$ cat src/rtl/ps2_pkg.sv
`default_nettype none
// ============================================================================
// Module   : ps2_pkg
// Brief    : Shared state codes, error codes and timing defaults for the PS/2
//            host-side blocks.
// Revision : 1.0
// ============================================================================
package ps2_pkg;

    localparam logic [2:0] c_st_idle    = 3'd0;
    localparam logic [2:0] c_st_inhibit = 3'd1;
    localparam logic [2:0] c_st_req     = 3'd2;
    localparam logic [2:0] c_st_shift   = 3'd3;
    localparam logic [2:0] c_st_ack     = 3'd4;
    localparam logic [2:0] c_st_done    = 3'd5;

    typedef enum logic [2:0] {
        IDLE    = c_st_idle,
        INHIBIT = c_st_inhibit,
        REQ     = c_st_req,
        SHIFT   = c_st_shift,
        ACK     = c_st_ack,
        DONE    = c_st_done
    } tx_state_t;

    localparam logic [1:0] PS2_ACK     = 2'b00;
    localparam logic [1:0] PS2_NACK    = 2'b01;
    localparam logic [1:0] PS2_TIMEOUT = 2'b10;

    localparam int PS2_INHIBIT_DEF = 240;
    localparam int PS2_TIMEOUT_DEF = 30000;

    // PS/2 frames carry odd parity over the eight data bits.
    function automatic logic odd_parity(input logic [7:0] b);
        return ~^b;
    endfunction

endpackage
`default_nettype wire

$ cat src/rtl/ps2_host_tx_if.sv
`default_nettype none
// ============================================================================
// Module   : ps2_host_tx_if
// Brief    : Command handshake, status and open-drain pin bundle of the PS/2
//            host transmitter.
// Revision : 1.0
// ============================================================================
interface ps2_host_tx_if;

    logic [7:0] tx_data;
    logic       tx_valid;
    logic       tx_ready;
    logic       ps2_clk_in;
    logic       ps2_data_in;
    logic       ps2_clk_oe;
    logic       ps2_data_oe;
    logic       busy;
    logic       done;
    logic [1:0] err;

    modport master (
        output tx_data, tx_valid, ps2_clk_in, ps2_data_in,
        input  tx_ready, ps2_clk_oe, ps2_data_oe, busy, done, err
    );

    modport slave (
        input  tx_data, tx_valid, ps2_clk_in, ps2_data_in,
        output tx_ready, ps2_clk_oe, ps2_data_oe, busy, done, err
    );

endinterface
`default_nettype wire

$ cat src/rtl/ps2_sync_edge.sv
`default_nettype none
// ============================================================================
// Module   : ps2_sync_edge
// Brief    : Two-flop synchronizer for a PS/2 clock/data pair plus a registered
//            clock falling-edge strobe.
// Revision : 1.0
// ============================================================================
module ps2_sync_edge (
    input  logic clk,
    input  logic reset,
    input  logic i_ps2_clk,
    input  logic i_ps2_data,
    output logic o_data_s,
    output logic o_fall
);

    logic [1:0] r_clk_sync;
    logic [1:0] r_data_sync;
    logic       r_clk_prev;
    logic       r_fall;

    // Idle bus level is high, so reset to 1 to avoid a spurious edge.
    always_ff @(posedge clk) begin
        if (reset) begin
            r_clk_sync  <= 2'b11;
            r_data_sync <= 2'b11;
            r_clk_prev  <= 1'b1;
            r_fall      <= 1'b0;
        end else begin
            r_clk_sync  <= {r_clk_sync[0], i_ps2_clk};
            r_data_sync <= {r_data_sync[0], i_ps2_data};
            r_clk_prev  <= r_clk_sync[1];
            r_fall      <= r_clk_prev & ~r_clk_sync[1];
        end
    end

    assign o_data_s = r_data_sync[1];
    assign o_fall   = r_fall;

endmodule
`default_nettype wire

$ cat src/rtl/ps2_host_tx.sv
`default_nettype none
// ============================================================================
// Module   : ps2_host_tx
// Brief    : PS/2 host-to-device command transmitter with line-level ACK and
//            clock timeout reporting.
// Revision : 1.0
// ============================================================================
module ps2_host_tx
    import ps2_pkg::*;
#(
    parameter int INHIBIT_CYCLES = PS2_INHIBIT_DEF,
    parameter int TIMEOUT_CYCLES = PS2_TIMEOUT_DEF
) (
    input  logic          clk,
    input  logic          reset,
    ps2_host_tx_if.slave  bus
);

    localparam int c_inh_w = $clog2(INHIBIT_CYCLES + 1);
    localparam int c_tmo_w = $clog2(TIMEOUT_CYCLES);
    localparam logic [c_inh_w-1:0] c_inh_last = c_inh_w'(INHIBIT_CYCLES - 1);
    localparam logic [c_tmo_w-1:0] c_tmo_last = c_tmo_w'(TIMEOUT_CYCLES - 1);

    tx_state_t          r_state;
    logic [9:0]         r_frame;
    logic [3:0]         r_bit_cnt;
    logic [c_inh_w-1:0] r_inh_cnt;
    logic [c_tmo_w-1:0] r_tmo_cnt;
    logic               r_clk_oe;
    logic               r_data_oe;
    logic [1:0]         r_err;

    logic w_data_s;
    logic w_fall;
    logic w_tmo;

    ps2_sync_edge u_sync (
        .clk        (clk),
        .reset      (reset),
        .i_ps2_clk  (bus.ps2_clk_in),
        .i_ps2_data (bus.ps2_data_in),
        .o_data_s   (w_data_s),
        .o_fall     (w_fall)
    );

    assign w_tmo = (r_tmo_cnt == c_tmo_last);

    always_ff @(posedge clk) begin
        if (reset) begin
            r_state   <= IDLE;
            r_frame   <= '0;
            r_bit_cnt <= '0;
            r_inh_cnt <= '0;
            r_tmo_cnt <= '0;
            r_clk_oe  <= 1'b0;
            r_data_oe <= 1'b0;
            r_err     <= PS2_ACK;
        end else begin
            case (r_state)
                IDLE: begin
                    r_clk_oe  <= 1'b0;
                    r_data_oe <= 1'b0;
                    if (bus.tx_valid) begin
                        // Frame shifts out LSB first: D0..D7, parity, stop.
                        r_frame   <= {1'b1, odd_parity(bus.tx_data), bus.tx_data};
                        r_bit_cnt <= '0;
                        r_inh_cnt <= '0;
                        r_err     <= PS2_ACK;
                        r_state   <= INHIBIT;
                    end
                end
                INHIBIT: begin
                    r_clk_oe <= 1'b1;
                    if (r_inh_cnt == c_inh_last) begin
                        r_state <= REQ;
                    end else begin
                        r_inh_cnt <= r_inh_cnt + 1'b1;
                    end
                end
                REQ: begin
                    r_clk_oe  <= 1'b1;
                    r_data_oe <= 1'b1;
                    r_tmo_cnt <= '0;
                    r_state   <= SHIFT;
                end
                SHIFT: begin
                    r_clk_oe <= 1'b0;
                    if (w_fall) begin
                        r_data_oe <= ~r_frame[0];
                        r_frame   <= {1'b1, r_frame[9:1]};
                        r_bit_cnt <= r_bit_cnt + 1'b1;
                        r_tmo_cnt <= '0;
                        if (r_bit_cnt == 4'd9) begin
                            r_state <= ACK;
                        end
                    end else if (w_tmo) begin
                        r_err     <= PS2_TIMEOUT;
                        r_data_oe <= 1'b0;
                        r_state   <= DONE;
                    end else begin
                        r_tmo_cnt <= r_tmo_cnt + 1'b1;
                    end
                end
                ACK: begin
                    r_clk_oe <= 1'b0;
                    if (w_fall) begin
                        r_err   <= w_data_s ? PS2_NACK : PS2_ACK;
                        r_state <= DONE;
                    end else if (w_tmo) begin
                        r_err     <= PS2_TIMEOUT;
                        r_data_oe <= 1'b0;
                        r_state   <= DONE;
                    end else begin
                        r_tmo_cnt <= r_tmo_cnt + 1'b1;
                    end
                end
                DONE: begin
                    r_clk_oe  <= 1'b0;
                    r_data_oe <= 1'b0;
                    r_state   <= IDLE;
                end
                default: begin
                    r_state <= IDLE;
                end
            endcase
        end
    end

    assign bus.tx_ready    = (r_state == IDLE);
    assign bus.busy        = (r_state != IDLE);
    assign bus.done        = (r_state == DONE);
    assign bus.err         = r_err;
    assign bus.ps2_clk_oe  = r_clk_oe;
    assign bus.ps2_data_oe = r_data_oe;

endmodule
`default_nettype wire

$ cat src/flat_wrapper.sv
// flat-port wrapper written by rule: the top's interface ports become plain ports
module ps2_host_tx_flat import ps2_pkg::*;
#(
    parameter int INHIBIT_CYCLES = PS2_INHIBIT_DEF,
    parameter int TIMEOUT_CYCLES = PS2_TIMEOUT_DEF
)
  (clk, reset, bus_tx_data, bus_tx_valid, bus_ps2_clk_in, bus_ps2_data_in, bus_tx_ready, bus_ps2_clk_oe, bus_ps2_data_oe, bus_busy, bus_done, bus_err);
  ps2_host_tx_if bus_i ();
  input  logic clk;
  input  logic reset;
  input wire logic [$bits(bus_i.tx_data)-1:0] bus_tx_data;
  input wire logic [$bits(bus_i.tx_valid)-1:0] bus_tx_valid;
  input wire logic [$bits(bus_i.ps2_clk_in)-1:0] bus_ps2_clk_in;
  input wire logic [$bits(bus_i.ps2_data_in)-1:0] bus_ps2_data_in;
  output wire logic [$bits(bus_i.tx_ready)-1:0] bus_tx_ready;
  output wire logic [$bits(bus_i.ps2_clk_oe)-1:0] bus_ps2_clk_oe;
  output wire logic [$bits(bus_i.ps2_data_oe)-1:0] bus_ps2_data_oe;
  output wire logic [$bits(bus_i.busy)-1:0] bus_busy;
  output wire logic [$bits(bus_i.done)-1:0] bus_done;
  output wire logic [$bits(bus_i.err)-1:0] bus_err;
  assign bus_i.tx_data = bus_tx_data;
  assign bus_i.tx_valid = bus_tx_valid;
  assign bus_i.ps2_clk_in = bus_ps2_clk_in;
  assign bus_i.ps2_data_in = bus_ps2_data_in;
  assign bus_tx_ready = bus_i.tx_ready;
  assign bus_ps2_clk_oe = bus_i.ps2_clk_oe;
  assign bus_ps2_data_oe = bus_i.ps2_data_oe;
  assign bus_busy = bus_i.busy;
  assign bus_done = bus_i.done;
  assign bus_err = bus_i.err;
  ps2_host_tx #(.INHIBIT_CYCLES(INHIBIT_CYCLES), .TIMEOUT_CYCLES(TIMEOUT_CYCLES)) u_core (.clk(clk), .reset(reset), .bus(bus_i));
endmodule
$ cat config.mk
export PLATFORM = sky130hd
export DESIGN_NAME = ps2_host_tx_flat
export DESIGN_NICKNAME = d
export VERILOG_FILES = /design/src/rtl/ps2_pkg.sv /design/src/rtl/ps2_host_tx_if.sv /design/src/rtl/ps2_sync_edge.sv /design/src/rtl/ps2_host_tx.sv /design/src/flat_wrapper.sv
export SDC_FILE = /design/constraint.sdc
export NUM_CORES = 1
export LEC_CHECK = 0
export BUFFER_PORTS_ARGS = -buffer_cell sky130_fd_sc_hd__buf_2
export CORE_MARGIN = 2
export CORE_UTILIZATION = 40
export DETAILED_ROUTE_END_ITERATION = 8
export GPL_ROUTABILITY_DRIVEN = 0
export HOLD_SLACK_MARGIN = 0.1
export MAX_ROUTING_LAYER = met4
export PLACE_DENSITY_LB_ADDON = 0.08
export SETUP_SLACK_MARGIN = 0.5
export SYNTH_ARGS = -nofsm -noshare
export SYNTH_HDL_FRONTEND = slang
export SYNTH_SLANG_ARGS = --single-unit
$ cat constraint.sdc
create_clock -name clk -period 2.4 [get_ports clk]
set_input_delay 0.36 -clock clk [delete_from_list [all_inputs] [get_ports clk]]
set_output_delay 0.36 -clock clk [all_outputs]
set_load 0.1 [all_outputs]
==> impl_metrics.csv <==
group,metric,value,unit
run_status,outcome,"complete, no violations",
setup_path,critPathLaunchType,"register",
floorplan,ios,20,
hold_path,hold_class,"in2reg",
synthesis,synth_edf_count,0,
synthesis,synth_compound_area_share,19.0,%
setup_path,cpLargestDelayFamily,"simple AND/OR/NAND/NOR gates",
setup_path,rr_endpoint,"u_core.bus.ps2_data_oe$_SDFFE_PP0P_",
global_route,grtUsageTotal,16.9,%
global_route,grt_overflow_total,0,
cells_and_area,stdcell_count,400,
setup_path,slowest_stage,"or4_4",
power,power,1730,uW
clock_tree,h-tree-depth,2,
timing,skew,0.0112,ns
cells_and_area,layout-drive-gt1-share,21.4,%
setup_path,worstSetupPathType,"reg2reg",
power,ir_drop,0.000301,V
placement,port_buffers,19,
timing,period_needed,1.84,ns
clock_tree,cts-buffers-inserted,5,
setup_path,crit_buf_inv,0,
synthesis,synth_area_leaders,"dfxtp_1 (39%), a21oi_1 (4.1%), nor2_1 (3.8%)",
floorplan,dieWidth,83.9,um
synthesis,synth-xor-area-share,5.48,%
synthesis,avgSynthCellArea,8.54,um2
global_route,grt_pass1_wl,9.49,mm
synthesis,syn_inst,299,
clock_tree,clkTransAtPathRegs,0.10,ns
detailed_routing,drt_iter0_markers,86,
synthesis,synth-main-ff-cell,"dfxtp_1",
placement,place_hpwl,3.74,mm
setup_path,endpoint,"u_core.bus.ps2_data_oe$_SDFFE_PP0P_",
timing,finalMaxSlewViolations,0,
setup_path,slowest_delay,0.53,ns
timing,hold_viol_final,0,
timing,finalCritPeriodShare,76.9,%
timing,max_freq,542,MHz
setup_path,worstPathMaxFanout,4,
synthesis,synth_commonest_cells,"dfxtp_1 (50), nor2_1 (26), a21oi_1 (21)",
clock_tree,cts_tree,"built",
setup_path,cp.arrival,2.02,ns
synthesis,synth_fa_ha_area_share,1.96,%
detailed_routing,via_per_inst,5.48,
placement,dp_slack,0.497,ns
timing,tightest_slew,0.693,ns
synthesis,yosysTopAreaCell,"dfxtp_1",
clock_tree,cts_root_buf,"clkbuf_8",
setup_path,startpoint,"u_core.r_tmo_cnt[8]$_SDFFE_PP0P_",
power,p_leak,0.00105,uW
floorplan,core.rowCount,29,
setup_path,r2r_start,"u_core.r_tmo_cnt[8]$_SDFFE_PP0P_",
synthesis,async_flop_share,0,%
synthesis,synth_nets,316,
synthesis,synth.distinct_cells,54,
synthesis,yosysMostFrequentCell,"dfxtp_1",
detailed_routing,drt_wl_total,5.39,mm
timing,setup_viol,0,
synthesis,yosys.area_share.simple,28.4,%
detailed_routing,drc_errors,0,
floorplan,fp.dieArea,7040,um2
detailed_routing,num_vias,2193,
timing,finalWorstSetupSlack,0.555,ns
clock_tree,ctsHoldBuffers,0,
timing,grt_setup_unrepaired,"yes",
job,maxCapViolCount,0,
detailed_routing,drt-pass1-iter-count,4,
setup_path,cp.required,2.58,ns
setup_path,path_depth,4,
floorplan,die_h,83.9,um
global_route,grt_pass1_vias,1993,
cells_and_area,area_growth,15.0,%
setup_path,crit_path_end_kind,"register",
synthesis,synth-seq-area-share,39.2,%
synthesis,ys_seq_elements,50,
hold_path,hold_path_depth,2,
cells_and_area,antenna-diode-count,0,
detailed_routing,wl_per_cell,13.5,um
global_route,grt_max_degree,28,
setup_path,path_cells,"or4b_4 -> or4_4 -> o221ai_1 -> a211oi_1",
synthesis,synth-warning-count,0,
clock_tree,clkLatencyLatePin,0.31,ns
power,power_density,589,nW/um2
floorplan,core_area,6280,um2
global_route,antenna_found_initial,0,
setup_path,r2r_cells,4,
clock_tree,numClockSinks,50,
synthesis,synth_top_family_by_area,"simple AND/OR/NAND/NOR gates",
timing,setup-tns-final,0,ns
cells_and_area,fin_nets,339,
synthesis,synth_top_area_share,39.2,%
setup_path,r2r_setup_slack,0.56,ns
timing,slew_headroom,53.6,%
clock_tree,clk_path_buf_depth,2,
detailed_routing,final_antenna_net_count,0,
synthesis,syn_area,2550,um2
synthesis,synthMuxAreaShare,1.18,%
placement,placed_cells,387,
floorplan,start_util,40.7,%
flip-flops by register name (all words and copies together) (netlist names):
name and count:
u_core.u_sync.r_clk_prev 1, u_core.r_state 3, u_core.r_frame 10, u_core.bus.ps2_clk_oe 1
u_core.r_bit_cnt 4, u_core.u_sync.o_fall 1, u_core.u_sync.r_clk_sync 2, u_core.u_sync.r_data_sync 2
u_core.r_inh_cnt 8, u_core.bus.err 2, u_core.r_tmo_cnt 15, u_core.bus.ps2_data_oe 1
final cells by class:
class                           instances  area [um2]
Fill cell                             616        3340
Clock buffer                            5        68.8
Clock inverter                          3        21.3
Timing Repair Buffer                   37         250
Multi-Input combinational cell        218        1450
Inverter                               10        41.3
Tap cell                               77        96.3
Sequential cell                        50        1010
how the worst min path moves through the flow:
stage	start	end	slack, ns
2_1_floorplan	u_core.u_sync.r_clk_sync[0]$_SDFF_PP1_	u_core.u_sync.r_clk_sync[1]$_SDFF_PP1_	0.39
3_3_place_gp	u_core.u_sync.r_clk_sync[0]$_SDFF_PP1_	u_core.u_sync.r_clk_sync[1]$_SDFF_PP1_	0.39
3_5_place_dp	u_core.u_sync.r_clk_sync[0]$_SDFF_PP1_	u_core.u_sync.r_clk_sync[1]$_SDFF_PP1_	0.40
6_report	bus_ps2_data_in	u_core.u_sync.r_data_sync[0]$_SDFF_PP1_	0.22
4_1_cts	bus_ps2_data_in	u_core.u_sync.r_data_sync[0]$_SDFF_PP1_	0.22
5_1_grt	bus_ps2_clk_in	u_core.u_sync.r_clk_sync[0]$_SDFF_PP1_	0.22
metal layers:
metal	global-route usage [%]	vias up	part of all wire (%)	routed length, um
met4	5.72	0	1.0	54
met5	-	-	0	0
met1	22.3	1026	50	2680
met2	26.2	25	47	2520
met3	2.97	4	2.3	125
li1	-	1138	-	-
cells in the final DEF, fill, tap and decap left out, types with 5 or more instances in the layout:
| master | n |
|---|---|
| nand3b_1 | 5 |
| a311oi_1 | 8 |
| nand4_1 | 6 |
| nand2_1 | 15 |
| nor2b_1 | 6 |
| xnor2_1 | 11 |
| o31ai_1 | 6 |
| or2_2 | 5 |
| o21ai_0 | 12 |
| clkbuf_8 | 5 |
| nor2_1 | 26 |
| buf_2 | 16 |
| inv_1 | 9 |
| or4_1 | 6 |
| a21oi_1 | 21 |
| xor2_1 | 5 |
| buf_4 | 19 |
| dfxtp_1 | 46 |
| nand2b_1 | 5 |
| nand3_1 | 18 |
where the power goes:
group          internal, uW  switching, uW
registers               870           40.6
clock network           205            292
logic                   121            200
kinds of logic after synthesis:
kind of cell | count (synthesis)
compound gates | 71
xor+xnor | 16
fa+ha+maj | 4
buf+inv | 31
flops | 50
mux | 3
simple gates | 124
worst register-to-register path, cell delays in order (launching register included):
cell      delay, ns
dfxtp_1        0.41
or4b_4         0.49
or4_4          0.53
o221ai_1       0.19
a211oi_1       0.09
timing repair:
| action | CTS | global route |
|---|---|---|
| pin swaps | 0 | 1 |
| setup endpoints to repair | 5 | 21 |
| setup buffers | 0 | 5 |
| gates resized for setup | 4 | 10 |
metrics by stage:
stage | utilization, % | hold slack [ns] | instance area [um2]
2_1_floorplan | - | 0.389 | 2590
3_3_place_gp | 44.1 | 0.392 | 2770
3_5_place_dp | 44.1 | 0.402 | 2770
4_1_cts | 45.7 | 0.215 | 2870
5_1_grt | 46.8 | 0.218 | 2940
6_report | 46.8 | 0.223 | 2940
Note: power is estimated with default switching activity, not from simulation.
